### config.mk
export PLATFORM = sky130hd
export DESIGN_NAME = clock_ctrl_flat
export DESIGN_NICKNAME = d
export VERILOG_FILES = /design/src/rtl/clock_pkg.sv /design/src/rtl/clock_ctrl_if.sv /design/src/rtl/bcd2_counter.sv /design/src/rtl/clock_ctrl.sv /design/src/flat_wrapper.sv
export SDC_FILE = /design/constraint.sdc
export NUM_CORES = 1
export LEC_CHECK = 0
export BUFFER_PORTS_ARGS = -buffer_cell sky130_fd_sc_hd__buf_2
export CORE_MARGIN = 5
export CORE_UTILIZATION = 45
export DETAILED_ROUTE_END_ITERATION = 6
export PLACE_DENSITY = 0.75
export SYNTH_ARGS = -nofsm -noshare
export SYNTH_HDL_FRONTEND = slang
export SYNTH_SLANG_ARGS = --single-unit
### constraint.sdc
create_clock -name clk -period 6 [get_ports clk]
set_input_delay 0.6 -clock clk [delete_from_list [all_inputs] [get_ports clk]]
set_output_delay 0.6 -clock clk [all_outputs]
set_load 0.05 [all_outputs]
### src/rtl/clock_pkg.sv
// Shared definitions for the clock controller: mode encoding, BCD field
// limits and the per-field blank decode.
package clock_pkg;

   typedef enum logic [1:0] {
      MODE_RUN    = 2'd0,
      MODE_SET_HH = 2'd1,
      MODE_SET_MM = 2'd2,
      MODE_SET_SS = 2'd3
   } mode_t;

   localparam logic [7:0] BCD_MAX_HH = 8'h23;
   localparam logic [7:0] BCD_MAX_MS = 8'h59;

   // Blank request for a given mode and blink phase: only the field being
   // edited may blank, and only while the phase bit is 1.
   function automatic logic [2:0] blank_mask(input mode_t m, input logic phase);
      logic [2:0] mask;
      mask = 3'b000;
      case (m)
         MODE_SET_HH: mask = {phase, 2'b00};
         MODE_SET_MM: mask = {1'b0, phase, 1'b0};
         MODE_SET_SS: mask = {2'b00, phase};
         default:     mask = 3'b000;
      endcase
      return mask;
   endfunction

endpackage

### src/rtl/clock_ctrl_if.sv
// Button/level inputs and time/display outputs of the clock controller.
interface clock_ctrl_if;
   import clock_pkg::*;

   logic       mode_p;
   logic       inc_p;
   logic       pause;
   logic [7:0] hh;
   logic [7:0] mm;
   logic [7:0] ss;
   mode_t      mode;
   logic [2:0] blank;
   logic       sec_tick;

   modport master (
      output mode_p, inc_p, pause,
      input  hh, mm, ss, mode, blank, sec_tick
   );

   modport slave (
      input  mode_p, inc_p, pause,
      output hh, mm, ss, mode, blank, sec_tick
   );

endinterface

### src/rtl/bcd2_counter.sv
// Two-digit BCD counter wrapping from max_val to 00. The carry is
// combinational so the next field can advance on the same edge.
module bcd2_counter (
   input  logic       clk,
   input  logic [7:0] max_val,
   input  logic       inc,
   input  logic       clr,
   output logic [7:0] value,
   output logic       carry
);

   // Next BCD value below the wrap point: ones roll 9->0 into the tens digit.
   function automatic logic [7:0] bcd_next(input logic [7:0] v);
      logic [7:0] r;
      if (v[3:0] == 4'd9) r = {v[7:4] + 4'd1, 4'd0};
      else                r = {v[7:4], v[3:0] + 4'd1};
      return r;
   endfunction

   assign carry = inc & (value == max_val);

   // Counter register: clear has priority, then wrap or BCD increment.
   always_ff @(posedge clk) begin
      if (clr)
         value <= 8'h00;
      else if (inc) begin
         if (value == max_val) value <= 8'h00;
         else                  value <= bcd_next(value);
      end
   end

endmodule

### src/rtl/clock_ctrl.sv
// 24-hour BCD clock with RUN / SET_HH / SET_MM / SET_SS modes, a seconds
// prescaler, pause, and a blink generator for the field being edited.
module clock_ctrl
   import clock_pkg::*;
#(
   parameter int CLK_HZ     = 100,
   parameter int BLINK_HALF = 50
) (
   input  logic       clk,
   input  logic       rst,
   clock_ctrl_if.slave bus
);

   localparam int PW = (CLK_HZ > 1) ? $clog2(CLK_HZ) : 1;
   localparam int BW = (BLINK_HALF > 1) ? $clog2(BLINK_HALF) : 1;

   mode_t          state, state_nx;
   logic [PW-1:0]  pre;
   logic [BW-1:0]  blink_cnt, blink_nx;
   logic           phase, phase_nx;
   logic           in_set, sel_hh, sel_mm, sel_ss;
   logic           edit, tick_now;
   logic [7:0]     hh_q, mm_q, ss_q;
   logic           ss_carry, mm_carry;
   logic           hh_carry_unused;   // day rollover has no consumer
   logic [2:0]     blank_q;
   logic           sec_tick_q;

   // Mode state register.
   always_ff @(posedge clk) begin
      if (rst) state <= MODE_RUN;
      else     state <= state_nx;
   end

   // Mode sequencing: one step per mode pulse, cycling back to RUN.
   always_comb begin
      state_nx = state;
      if (bus.mode_p) begin
         case (state)
            MODE_RUN:    state_nx = MODE_SET_HH;
            MODE_SET_HH: state_nx = MODE_SET_MM;
            MODE_SET_MM: state_nx = MODE_SET_SS;
            default:     state_nx = MODE_RUN;
         endcase
      end
   end

   // Mode decode used by the datapath.
   always_comb begin
      in_set = (state != MODE_RUN);
      sel_hh = (state == MODE_SET_HH);
      sel_mm = (state == MODE_SET_MM);
      sel_ss = (state == MODE_SET_SS);
   end

   // A mode pulse in the same cycle swallows the increment; RUN ignores it.
   assign edit     = bus.inc_p & ~bus.mode_p & in_set;
   assign tick_now = ~in_set & ~bus.pause & (pre == PW'(CLK_HZ - 1));

   // Seconds prescaler: frozen by pause, held at zero while editing so the
   // first second after returning to RUN is a full one.
   always_ff @(posedge clk) begin
      if (rst || in_set)
         pre <= '0;
      else if (!bus.pause) begin
         if (pre == PW'(CLK_HZ - 1)) pre <= '0;
         else                        pre <= pre + PW'(1);
      end
   end

   // Blink timing: restart visible on mode change or edit, idle in RUN.
   always_comb begin
      blink_nx = blink_cnt;
      phase_nx = phase;
      if (bus.mode_p || edit || !in_set) begin
         blink_nx = '0;
         phase_nx = 1'b0;
      end else if (blink_cnt == BW'(BLINK_HALF - 1)) begin
         blink_nx = '0;
         phase_nx = ~phase;
      end else begin
         blink_nx = blink_cnt + BW'(1);
      end
   end

   // Blink state plus registered blank and seconds-tick outputs; blank is
   // decoded from next-state values so it lines up with mode and phase.
   always_ff @(posedge clk) begin
      if (rst) begin
         blink_cnt  <= '0;
         phase      <= 1'b0;
         blank_q    <= 3'b000;
         sec_tick_q <= 1'b0;
      end else begin
         blink_cnt  <= blink_nx;
         phase      <= phase_nx;
         blank_q    <= blank_mask(state_nx, phase_nx);
         sec_tick_q <= tick_now;
      end
   end

   // Running carries ripple ss->mm->hh; edits touch one field with no carry.
   bcd2_counter u_ss (
      .clk     (clk),
      .max_val (BCD_MAX_MS),
      .inc     (tick_now | (edit & sel_ss)),
      .clr     (rst),
      .value   (ss_q),
      .carry   (ss_carry)
   );

   bcd2_counter u_mm (
      .clk     (clk),
      .max_val (BCD_MAX_MS),
      .inc     ((tick_now & ss_carry) | (edit & sel_mm)),
      .clr     (rst),
      .value   (mm_q),
      .carry   (mm_carry)
   );

   bcd2_counter u_hh (
      .clk     (clk),
      .max_val (BCD_MAX_HH),
      .inc     ((tick_now & mm_carry) | (edit & sel_hh)),
      .clr     (rst),
      .value   (hh_q),
      .carry   (hh_carry_unused)
   );

   assign bus.hh       = hh_q;
   assign bus.mm       = mm_q;
   assign bus.ss       = ss_q;
   assign bus.mode     = state;
   assign bus.blank    = blank_q;
   assign bus.sec_tick = sec_tick_q;

endmodule

### src/flat_wrapper.sv
// flat-port wrapper written by rule: the top's interface ports become plain ports
module clock_ctrl_flat import clock_pkg::*;
#(
   parameter int CLK_HZ     = 100,
   parameter int BLINK_HALF = 50
)
  (clk, rst, bus_mode_p, bus_inc_p, bus_pause, bus_hh, bus_mm, bus_ss, bus_mode, bus_blank, bus_sec_tick);
  clock_ctrl_if bus_i ();
  input  logic clk;
  input  logic rst;
  input wire logic [$bits(bus_i.mode_p)-1:0] bus_mode_p;
  input wire logic [$bits(bus_i.inc_p)-1:0] bus_inc_p;
  input wire logic [$bits(bus_i.pause)-1:0] bus_pause;
  output wire logic [$bits(bus_i.hh)-1:0] bus_hh;
  output wire logic [$bits(bus_i.mm)-1:0] bus_mm;
  output wire logic [$bits(bus_i.ss)-1:0] bus_ss;
  output wire logic [$bits(bus_i.mode)-1:0] bus_mode;
  output wire logic [$bits(bus_i.blank)-1:0] bus_blank;
  output wire logic [$bits(bus_i.sec_tick)-1:0] bus_sec_tick;
  assign bus_i.mode_p = bus_mode_p;
  assign bus_i.inc_p = bus_inc_p;
  assign bus_i.pause = bus_pause;
  assign bus_hh = bus_i.hh;
  assign bus_mm = bus_i.mm;
  assign bus_ss = bus_i.ss;
  assign bus_mode = bus_i.mode;
  assign bus_blank = bus_i.blank;
  assign bus_sec_tick = bus_i.sec_tick;
  clock_ctrl #(.CLK_HZ(CLK_HZ), .BLINK_HALF(BLINK_HALF)) u_core (.clk(clk), .rst(rst), .bus(bus_i));
endmodule
# After elaboration in Yosys (flattened, before gate mapping)
# Index checks and enable logic that the tools add are counted.
[totals]
ff_bits = 44
latchBits = 0
ram_bits = 0
mem_bits_ro = 0
inputBits = 5
out_inout_bits = 30
mem_count = 0
[op_classes]
n_addsub = 8
n_mul = 0
n_div = 0
n_lt_le_gt_ge = 0
eq_ne = 14
n_shift = 0
mux = 12
bitwise_logic = 18
n_reduce_logical = 13
[op_table]
columns = ["op", "count"]
rows = [
  ["$mux W8", 6],
  ["$add A4 B1 Y4 const B", 6],
  ["$eq A8 B7 Y1 const B", 2],
  ["$eq A4 B4 Y1 const B", 3],
  ["$and A1 B1 Y1", 11],
  ["$pmux W3 S3", 1],
  ["$eq A2 B2 Y1 const B", 4],
  ["$eq A8 B6 Y1 const B", 1],
  ["$reduce_bool A2 Y1", 4],
  ["$add A7 B1 Y7 const B", 1],
  ["$eq A7 B7 Y1 const B", 1],
  ["$mux W7", 1],
  ["$add A6 B1 Y6 const B", 1],
  ["$eq A6 B6 Y1 const B", 1],
  ["$pmux W2 S3", 1],
  ["$reduce_and A2 Y1", 3],
  ["$eq A2 B1 Y1 const B", 2],
  ["$not A1 Y1", 4],
  ["$logic_or A1 B1 Y1", 3],
  ["$or A1 B1 Y1", 3],
  ["$reduce_or A3 Y1", 1],
  ["$logic_not A2 Y1", 1],
  ["$mux W1", 2],
  ["$mux W2", 1],
  ["$logic_not A1 Y1", 1],
]

# Depth between registers and ports, before layout
[logic_depth]
depth_word = 12
depth_mapped = 9

# By module
# A second synthesis with hierarchy kept.
[hier_totals]
hier_cells = 280
hier_area_um2 = 2517.4
[by_module_without_submodules]
columns = ["mod", "n_inst", "cells_per_inst", "area_per_inst_um2"]
rows = [
  ["bcd2_counter", 3, 61, 523.0],
  ["clock_ctrl", 1, 97, 948.4],
]

# Worst setup path after synthesis
# No wires, ideal clock.
[synth_path]
path_type = "reg2reg"
startpoint = "register u_core.state[0], in the netlist u_core.bus.mode[0]"
endpoint = "register u_core.u_hh.value[2]"
setup_time_ns = 0.116
arrival_ns = 2.235
t_required_ns = 5.884
slack_ns = 3.649
stages_incl_launch_ff = 9
synth_period_minus_slack_ns = 2.351
cell_sequence = "dfxtp_1 -> inv_1 -> ha_1 -> and4bb_2 -> a21oi_1 -> o41ai_2 -> buf_2 -> a21oi_1 -> a31o_2"
[synth_between]
elab_chain_len = 11
[synth_lines]
columns = ["item", "line", "source"]
rows = [
  ["start: declaration", "clock_ctrl.sv:17", "mode_t state, state_nx;"],
  ["start signal: assignment", "clock_ctrl.sv:32", "else state <= state_nx;"],
  ["$reduce_bool A2 Y1", "clock_ctrl.sv:50", "in_set = (state != MODE_RUN);"],
  ["$not A1 Y1", "clock_ctrl.sv:58", "assign tick_now = ~in_set & ~bus.pause & (pre == PW'(CLK_HZ - 1));"],
  ["$and A1 B1 Y1 (2 in series)", "clock_ctrl.sv:58", ""],
  ["$or A1 B1 Y1", "clock_ctrl.sv:106", ".inc (tick_now | (edit & sel_ss)),"],
  ["$and A1 B1 Y1", "bcd2_counter.sv:20", "assign carry = inc & (value == max_val);"],
  ["$and A1 B1 Y1", "clock_ctrl.sv:115", ".inc ((tick_now & ss_carry) | (edit & sel_mm)),"],
  ["$or A1 B1 Y1", "clock_ctrl.sv:115", ""],
  ["$and A1 B1 Y1", "bcd2_counter.sv:20", ""],
  ["$and A1 B1 Y1", "clock_ctrl.sv:124", ".inc ((tick_now & mm_carry) | (edit & sel_hh)),"],
  ["$or A1 B1 Y1 *", "clock_ctrl.sv:124", ""],
  ["end signal: assignment", "bcd2_counter.sv:28", "else value <= bcd_next(value);"],
  ["end: declaration", "bcd2_counter.sv:8", "output logic [7:0] value,"],
]
# Mark *: on every way between the ends. The rest lies on a longest branch, timed or not.
# A chain may end at the register's enable or synchronous reset.

# Worst setup path in the final report
[layout_path]
startpoint = "register u_core.state[0], in the netlist u_core.bus.mode[0]"
endpoint = "register u_core.u_hh.value[7]"
[layout_between]
elab_chain_len = 12
[layout_lines]
columns = ["item", "line"]
rows = [
  ["$reduce_bool A2 Y1", "clock_ctrl.sv:50"],
  ["$not A1 Y1", "clock_ctrl.sv:58"],
  ["$and A1 B1 Y1 (2 in series)", "clock_ctrl.sv:58"],
  ["$or A1 B1 Y1", "clock_ctrl.sv:106"],
  ["$and A1 B1 Y1", "bcd2_counter.sv:20"],
  ["$and A1 B1 Y1", "clock_ctrl.sv:115"],
  ["$or A1 B1 Y1", "clock_ctrl.sv:115"],
  ["$and A1 B1 Y1", "bcd2_counter.sv:20"],
  ["$and A1 B1 Y1", "clock_ctrl.sv:124"],
  ["$or A1 B1 Y1 *", "clock_ctrl.sv:124"],
  ["$reduce_and A2 Y1 (no source line) *", "n/a"],
]
# Marked as above.

==> impl_results.md <==
* Hold slack at 474 ps
* Largest area contributor in the netlist: dfxtp_1
* CP startpoint kind: flip-flop
* # diodes at 0
* Number of buffers created by CTS at 5
* First-pass GRT wire length at 6980 um
* Synth warn at 0
* PD cells at 224 nW/um2
* Critical path launch point: u_core.bus.mode[0]
* Critical path fanouts, max at 12
* Reg2reg setup slack at 3440 ps
* Crit-path slowest cell: o41ai_2
* DIE WIDTH at 78.8 um
* Synth Cell Area at 2130 um2
* RSZ-0062 raised after global routing: false
* Worst Reg2Reg Path Length in Cells at 7
* CTS tree: yes
* Number of max-cap violations at 0
* Post-Syn Instances at 236
* Port bufs at 34
* Pre-antenna DRT Iters at 5
* Top-count cell post-synth: dfxtp_1
* Die Y at 78.8 um
* WP depth at 7
* Cell family with the largest share of critical-path delay: compound AO/OA/AOI/OAI gates
* Worst relative slew slack at 0.333
* Core area at 4660 um2
* Async set-reset flop share out of synthesis at 0
* Crit-path cells: inv_1 > ha_1 > and4bb_2 > a21oi_1 > o41ai_2 > a21o_1 > o221ai_1
* Reg2reg start: u_core.bus.mode[0]
* Crit. End Element: flip-flop
* Maximum vdd drop at 124 uV
* Setup TNS at 0 ps
* Post-DP HPWL at 2940 um
* Reg-to-Reg End: u_core.u_hh.value[7]
* Setup WS post-layout at 3440 ps
* Crit path to: u_core.u_hh.value[7]
* Status: finished, final reports clean
* Starting DRT DRC Count at 56
* Detail Route Antenna Nets at 0
* Layout cells sized above 1 at 0.193
* H-tree lvl count at 2
* Max Clock Freq at 390 MHz
* Die ar. at 6210 um2
* Dpl cells at 320
* Hold_buf cts at 0
* Max Slew Vio Count at 0
* Post-synth top area share at 0.414
* Tot Pwr at 0.553 mW
* Syn_area_per_cell at 9.02 um2
* Layout Cell Area excl Fill at 2460 um2
* Max Root-Sink Buffers at 2
* # setup viols final at 0
* GPL Wtd Cong at 0.872
* Row count at 25
* GRT Total Usage at 0.140
* Largest stage delay, worst path at 790 ps
* Clock-pin slew on the worst setup and hold paths at 80 ps
* Largest cells by area after synthesis: dfxtp_1 (41%), ha_1 (11%), nor2_1 (5.6%)
* CTS resizes at 0
* Largest net degree at the start of global routing at 23
* Clock Skew at 5.54 ps
* Starting Density at 0.457
* Post-synthesis sequential area ratio at 0.414
* Total gr overflow at 0
* Setup bufs post-CTS at 0
* Period utilization at 0.427
* Mapped Nets at 260
* Worst path required time at 6180 ps
* Total number of clock tree sinks at 44
* Final Hold Fails at 0
* DP Worst Slack at 3350 ps
* Clock latency on the worst-skew pair at 300 ps
* CP Data Arrival Time at 2740 ps
* IO Count at 35
* Slew @ Worst Pin at 990 ps
* Vias in the first global route at 1568
* Count of cell types in the netlist at 45
* Avg WL per Cell at 11.8 um
* Post-synth EDFFs at 0
* Min Tclk post-route at 2560 ps
* Non-filler cells, final at 328
* Hold crit path type: reg2reg
* Via density at 5.20
* Crit Path Category: reg2reg
* CTS Root Buffer Type: clkbuf_8
* Synthesis-stage register bit count at 44
* Vias at 1705
* Static leakage at 1.03 nW
* # DRC at 0
* Initial antenna violation count at 0
* Area delta synth->final at 15.6%
* Main flop type after synthesis: dfxtp_1
* Crit path buf inv count at 1
* Top cells by count, synth: dfxtp_1 (44), nor2_1 (32), ha_1 (19)
* Fin nets at 297
* Drt total wl at 3880 um
* Final Util at 0.528
* Placed inst area at 2350 um2
==> worst reg2reg max path, cell delays in order (launching register included) <==
cell and delay, ps:
dfxtp_1 400, inv_1 80, ha_1 260, and4bb_2 370, a21oi_1 70, o41ai_2 790, a21o_1 330, o221ai_1 130
==> report_power, final <==
| part | switching [mW] | internal (mW) | total (mW) |
|---|---|---|---|
| sequential | 0.00333 | 0.295 | 0.298 |
| clock | 0.0997 | 0.123 | 0.223 |
| combinational | 0.0217 | 0.0101 | 0.0318 |
| total | 0.125 | 0.428 | 0.553 |
==> worst min-delay path by stage <==
stage | cells past startpoint | endpoint | slack (ps) | startpoint
floorplan | 1 | u_core.blink_cnt[0] | 430 | u_core.blink_cnt[0]
global placement | 1 | u_core.blink_cnt[0] | 450 | u_core.blink_cnt[0]
detailed placement | 1 | u_core.blink_cnt[0] | 460 | u_core.blink_cnt[0]
CTS | 1 | u_core.blink_cnt[0] | 480 | u_core.blink_cnt[0]
global route | 1 | u_core.blink_cnt[0] | 520 | u_core.blink_cnt[0]
finish | 1 | u_core.blink_cnt[0] | 470 | u_core.blink_cnt[0]
==> metal layers <==
metal / global-route usage / up-vias / wire length, um
met4: 0.0420 / 0 / 59
met3: 0.0510 / 7 / 229
met1: 0.178 / 765 / 1890
met5: 0 / - / 0
met2: 0.221 / 41 / 1700
li1: - / 892 / -
==> sequential cells by signal, indices dropped and copies added (netlist names) <==
signal,flops
u_core.blink_cnt,6
u_core.bus.blank,3
u_core.bus.mode,2
u_core.bus.sec_tick,1
u_core.phase,1
u_core.pre,7
u_core.u_hh.value,8
u_core.u_mm.value,8
u_core.u_ss.value,8
==> cell families (layout without fill, tap and decap cells) <==
kind of cell | Yosys count | after routing | synth area share
fa+ha+maj | 19 | 19 | 0.112
mux | 2 | 2 | 0.00940
xor+xnor | 14 | 14 | 0.0576
simple gates | 99 | 99 | 0.250
compound gates | 40 | 40 | 0.125
buf+inv | 18 | 56 | 0.0323
flops | 44 | 44 | 0.414
==> cell usage in the layout, fill, tap and decap left out, types with 3 or more instances in the layout <==
cell / n
clkbuf_8: 5
inv_1: 14
ha_1: 19
nand2_1: 14
nor2_1: 32
nor3_1: 5
nor2b_1: 5
o21ai_0: 10
or3_1: 5
dfxtp_1: 44
or4_1: 3
xor2_1: 6
nand2b_1: 5
buf_2: 34
a21oi_1: 15
xnor2_1: 8
nand3_1: 12
==> area by class of cell <==
type	instances	area (um2)
multi-input cells	174	1180
clock buffers	5	68.8
inverters	14	52.6
fillers	436	2200
well taps	54	67.6
repair buffers	34	170
clock inverters	3	42.5
flip-flops and latches	44	881
No activity file was read; power rests on OpenSTA's default activity.
